### config.mk
export PLATFORM = sky130hd
export DESIGN_NAME = fir_decim_fifo
export DESIGN_NICKNAME = d
export VERILOG_FILES = /design/src/rtl/fir_decim_fifo.sv
export SDC_FILE = /design/constraint.sdc
export NUM_CORES = 1
export LEC_CHECK = 0
export ABC_AREA = 1
export ABC_CLOCK_PERIOD_IN_PS = 1800
export CORE_MARGIN = 8
export CORE_UTILIZATION = 45
export CTS_CLUSTER_DIAMETER = 60
export DETAILED_ROUTE_END_ITERATION = 10
export PLACE_DENSITY = 0.72
export SYNTH_ARGS = -nofsm -noshare
export SYNTH_HDL_FRONTEND = slang
export SYNTH_SLANG_ARGS = --single-unit
### constraint.sdc
create_clock -name clk -period 1.8 [get_ports clk]
set_clock_uncertainty 0.2 [all_clocks]
set_input_delay 0.54 -clock clk [delete_from_list [all_inputs] [get_ports clk]]
set_output_delay 0.54 -clock clk [all_outputs]
set_load 0.05 [all_outputs]
### src/rtl/fir_decim_fifo.sv
// fir_decim_fifo: keeps every DECIM-th valid filter sample and buffers the kept
// samples in a DEPTH-entry FIFO. The FIFO drains through a valid/ready port.
// Kept samples that find the FIFO full (with no pop) are dropped and flagged in
// a sticky overflow bit. The upstream filter is never stalled.
module fir_decim_fifo #(
   parameter int unsigned DATA_W = 16,
   parameter int unsigned DECIM  = 4,
   parameter int unsigned DEPTH  = 8
) (
   input  logic                       clk,
   input  logic                       reset_n,
   input  logic [DATA_W-1:0]          in_data,
   input  logic                       in_valid,
   input  logic                       phase_clr,
   input  logic                       ovf_clr,
   output logic [DATA_W-1:0]          out_data,
   output logic                       out_valid,
   input  logic                       out_ready,
   output logic [$clog2(DEPTH):0]     level,
   output logic                       overflow
);

   localparam int unsigned AW = $clog2(DEPTH);
   localparam int unsigned LW = AW + 1;
   localparam int unsigned PW = (DECIM > 1) ? $clog2(DECIM) : 1;

   localparam logic [PW-1:0] PH_LAST      = PW'(DECIM - 1);
   localparam logic [PW-1:0] PH_AFTER_CLR = (DECIM == 1) ? '0 : PW'(1);
   localparam logic [LW-1:0] LVL_FULL     = LW'(DEPTH);

   logic [PW-1:0]     ph;
   logic [PW-1:0]     ph_nxt;
   logic [DATA_W-1:0] mem [DEPTH];
   logic [AW-1:0]     wr_ptr;
   logic [AW-1:0]     rd_ptr;
   logic              keep;
   logic              full;
   logic              push;
   logic              pop;
   logic              drop;

   // Keep/push/pop/drop decisions for the current cycle.
   always_comb begin
      keep = in_valid && (phase_clr || (ph == '0));
      full = (level == LVL_FULL);
      pop  = out_valid && out_ready;
      push = keep && (!full || pop);
      drop = keep && full && !pop;
   end

   // Next decimation phase; phase_clr on a valid sample keeps it and restarts counting after it.
   always_comb begin
      ph_nxt = ph;
      if (phase_clr) begin
         ph_nxt = in_valid ? PH_AFTER_CLR : '0;
      end else if (in_valid) begin
         ph_nxt = (ph == PH_LAST) ? '0 : ph + PW'(1);
      end
   end

   // Decimation phase register.
   always_ff @(posedge clk or negedge reset_n) begin
      if (!reset_n) begin
         ph <= '0;
      end else begin
         ph <= ph_nxt;
      end
   end

   // Sample storage; written only on a successful push.
   always_ff @(posedge clk or negedge reset_n) begin
      if (!reset_n) begin
         for (int unsigned i = 0; i < DEPTH; i++) begin
            mem[i] <= '0;
         end
      end else if (push) begin
         mem[wr_ptr] <= in_data;
      end
   end

   // Read/write pointers wrap naturally because DEPTH is a power of two.
   always_ff @(posedge clk or negedge reset_n) begin
      if (!reset_n) begin
         wr_ptr <= '0;
         rd_ptr <= '0;
      end else begin
         if (push) wr_ptr <= wr_ptr + AW'(1);
         if (pop)  rd_ptr <= rd_ptr + AW'(1);
      end
   end

   // Occupancy count; simultaneous push and pop leave it unchanged.
   always_ff @(posedge clk or negedge reset_n) begin
      if (!reset_n) begin
         level <= '0;
      end else begin
         case ({push, pop})
            2'b10:   level <= level + LW'(1);
            2'b01:   level <= level - LW'(1);
            default: level <= level;
         endcase
      end
   end

   // Sticky overflow; a drop in the same cycle as ovf_clr keeps the flag set.
   always_ff @(posedge clk or negedge reset_n) begin
      if (!reset_n) begin
         overflow <= 1'b0;
      end else if (drop) begin
         overflow <= 1'b1;
      end else if (ovf_clr) begin
         overflow <= 1'b0;
      end
   end

   // Head of FIFO and non-empty indication, both derived from registered state.
   always_comb begin
      out_data  = mem[rd_ptr];
      out_valid = (level != '0);
   end

endmodule
==> impl_metrics.ini <==
[critical_path]
critical_path_buf_inv_count = 3
arrival_ns = 1.94
path_delay_family = buffers and inverters
r2r_setup_slack_ns = -0.39
cp_common_cell = nor2_1
worstPathCellList = buf_4 > clkbuf_16 > nor2_1 > nor2_1 > o21ai_0 > o21ai_1 > nand2_1 > nand2_4 > buf_12
path_max_fanout = 18
required_ns = 1.06
cp-start-kind = flop
critPathMaxStageDelay_ns = 0.48
reg2reg_from = ph[1]
end_kind = output pin
path_class = reg -> out
regToRegEndpoint = mem[76]
cpMaxStageDelayCell = dfrtp_2
rr_worst_depth = 13

[floorplan]
pin_count = 44
start_util = 0.461
fp.dieW_um = 138
die_h_um = 138
die_area_um2 = 19000
core_area_um2 = 14500
rows = 44

[layout]
layout_common_cells = dfrtp_1, nor2_1, o21ai_2
fin_util = 0.735
diodes = 0
nets = 939
finalInstanceArea_um2 = 10700
area_growth_pct = 59.5
instances_no_fill = 1108
fill_cells = 875
drive_gt1_frac = 0.460
final_common_cell = dfrtp_1

[sta]
min_period_ns = 2.68
finalSetupTns_ns = -40.45
worstMarginPinSlew_ns = 0.946
hold_violations = 0
setup_viol = 137
final.setup.worst_slack_ns = -0.879
fmax_ghz = 0.373
period_share = 1.49
rsz0062_at_grt = yes
max-slew-margin-rel = 0.369
slew_violations = 0

[drt]
drt-total-wl_mm = 26.7
ant_nets = 0
drc = 0
wl_per_cell_um = 24.1
vias = 6794
drt_iter0_drc = 799
firstDrtPassIters = 5
avgViaCountPerCell = 6.13

[placement]
place_area_um2 = 7980
dp_hpwl_mm = 10.4
dp_cells = 1023
pre_cts_ws_ns = -0.700
place_congestion = 0.750
port_buffers = 43

[global_route]
grt_pass1_vias = 6667
grt_overflow = 0
gr-usage-all-layers = 0.251
grt_pass1_wl_mm = 36.1
grt_max_degree = 40
antenna_found_initial = 0

[run_status]
failed_checks = negative setup slack
status = finished with violations

[min_path]
hold_class = reg -> reg
hp-start = mem[66]
worstHoldPathCells = 2
min_to = mem[66]

[synthesis]
synth.distinct_cells = 24
yosysTopAreaCell = dfrtp_1
synth_area_um2 = 6700
syn_nets = 823
synthTopCellsByArea = dfrtp_1, nand2_1, o21ai_0
synth_seq_cells = 141
syn_avg_cell_area_um2 = 8.42
yosysTopAreaCellShare = 0.527
ys_seq_area_frac = 0.527
yosysWarnings = 0
syn_inst = 795

[clocking]
cts_buffers = 17
cts.sinks = 141
cts-root-buf = clkbuf_16
clk_latency_ns = 0.43
clk_pin_slew_ns = 0.06
tritoncts = yes
htreeDepth = 4
ctsLongestPathBuffers = 2

[power_and_ir_drop]
internal-power_uw = 12800
power_density_nw_per_um2 = 2180
p_seq_frac = 0.257
p_switching_uw = 10400
pwr-share-clk = 0.164
p_comb_frac = 0.578
switching_share = 0.448
cellLeakagePower_uw = 0.00478
peakVddDrop_v = 0.00117

[run]
drv_cap = 0
## sequential cells by signal, indices dropped and copies added (netlist names)
register  cells
ph            2
level         4
rd_ptr        3
wr_ptr        3
overflow      1
mem         128
## kinds of logic after synthesis
family | Yosys count | synth area share
buffers and inverters | 83 | 0.0748
AND/OR/NAND/NOR | 326 | 0.196
adder cells (fa/ha/maj) | 6 | 0.0112
XOR/XNOR | 7 | 0.00916
AO/OA/AOI/OAI | 232 | 0.182
flip-flops | 141 | 0.527
## layout make-up
| cell class | instances | area (µm²) | share of cell area |
|---|---|---|---|
| multi-input combinational | 574 | 3990 | 0.374 |
| sequential | 141 | 3540 | 0.331 |
| timing repair buffer | 143 | 2150 | 0.201 |
| clock buffer | 22 | 494 | 0.0463 |
| tap | 184 | 230 | 0.0216 |
| inverter | 34 | 140 | 0.0131 |
| clock inverter | 10 | 135 | 0.0127 |
## synthesized netlist by cell type
cell type	count
nand2_1	202
dfrtp_1	141
nor2_1	110
o21ai_0	109
o21ai_1	106
inv_1	32
buf_6	21
o21ai_2	15
buf_2	12
clkbuf_1	12
nand2_4	7
ha_1	6
xor2_1	5
nand3_1	4
buf_1	3
xnor2_1	2
a21oi_1	1
buf_12	1
clkinv_1	1
inv_2	1
nand2_8	1
nand3_2	1
nor2_4	1
o22ai_1	1
## power by group through the flow
stage | Combinational [µW] | Clock, µW | Sequential, µW
floorplan | 6530 | 0 | 5430
finish | 13400 | 3820 | 5980
global route | 14100 | 3950 | 6100
global placement | 9830 | 0 | 5400
CTS | 11700 | 3750 | 5560
detailed placement | 9990 | 0 | 5430
## layer usage
layer,part of all wire,global-route usage,vias to the layer above
met5,0,0,-
met4,0.075,0.129,0
met3,0.097,0.0543,170
met2,0.48,0.412,459
met1,0.35,0.304,3317
li1,-,-,2848
## worst max-delay path by stage
stage / slack [ns] / from / cells after the start / endpoint
after global routing: -0.94 / rd_ptr[0] / 8 / out_data[10]
after global placement: -0.65 / out_ready / 12 / level[2]
final: -0.88 / rd_ptr[0] / 9 / out_data[2]
after floorplan: -0.34 / level[1] / 12 / level[2]
after detailed placement: -0.70 / out_ready / 12 / level[2]
after CTS: -0.74 / rd_ptr[0] / 8 / out_data[1]
## stage by stage
stage | hold slack (ns) | total power [µW]
after floorplan | 0.0444 | 12000
after global placement | 0.214 | 15200
after detailed placement | 0.216 | 15400
after CTS | 0.278 | 21000
after global routing | 0.296 | 24200
final | 0.281 | 23200
## worst register-to-register path: stages, from the launching register on
cell and delay [ns]:
dfrtp_1 0.37, inv_2 0.08, ha_4 0.14, nor2_4 0.04, nor2_4 0.11, nand2_4 0.08
buf_6 0.14, inv_8 0.07, buf_8 0.10, buf_12 0.11, nand2_8 0.09, buf_12 0.17
buf_16 0.14, o21ai_2 0.25
## timing repair
action                                 4_1_cts  5_1_grt
pin swaps                                   23       19
endpoints found under the hold margin       17        0
gates cloned                                18        7
hold buffers                                 1        0
setup endpoints to repair                  153      153
resized for setup                          194      178
buffers inserted                            23       14
Power figures use the tool's default switching activity.
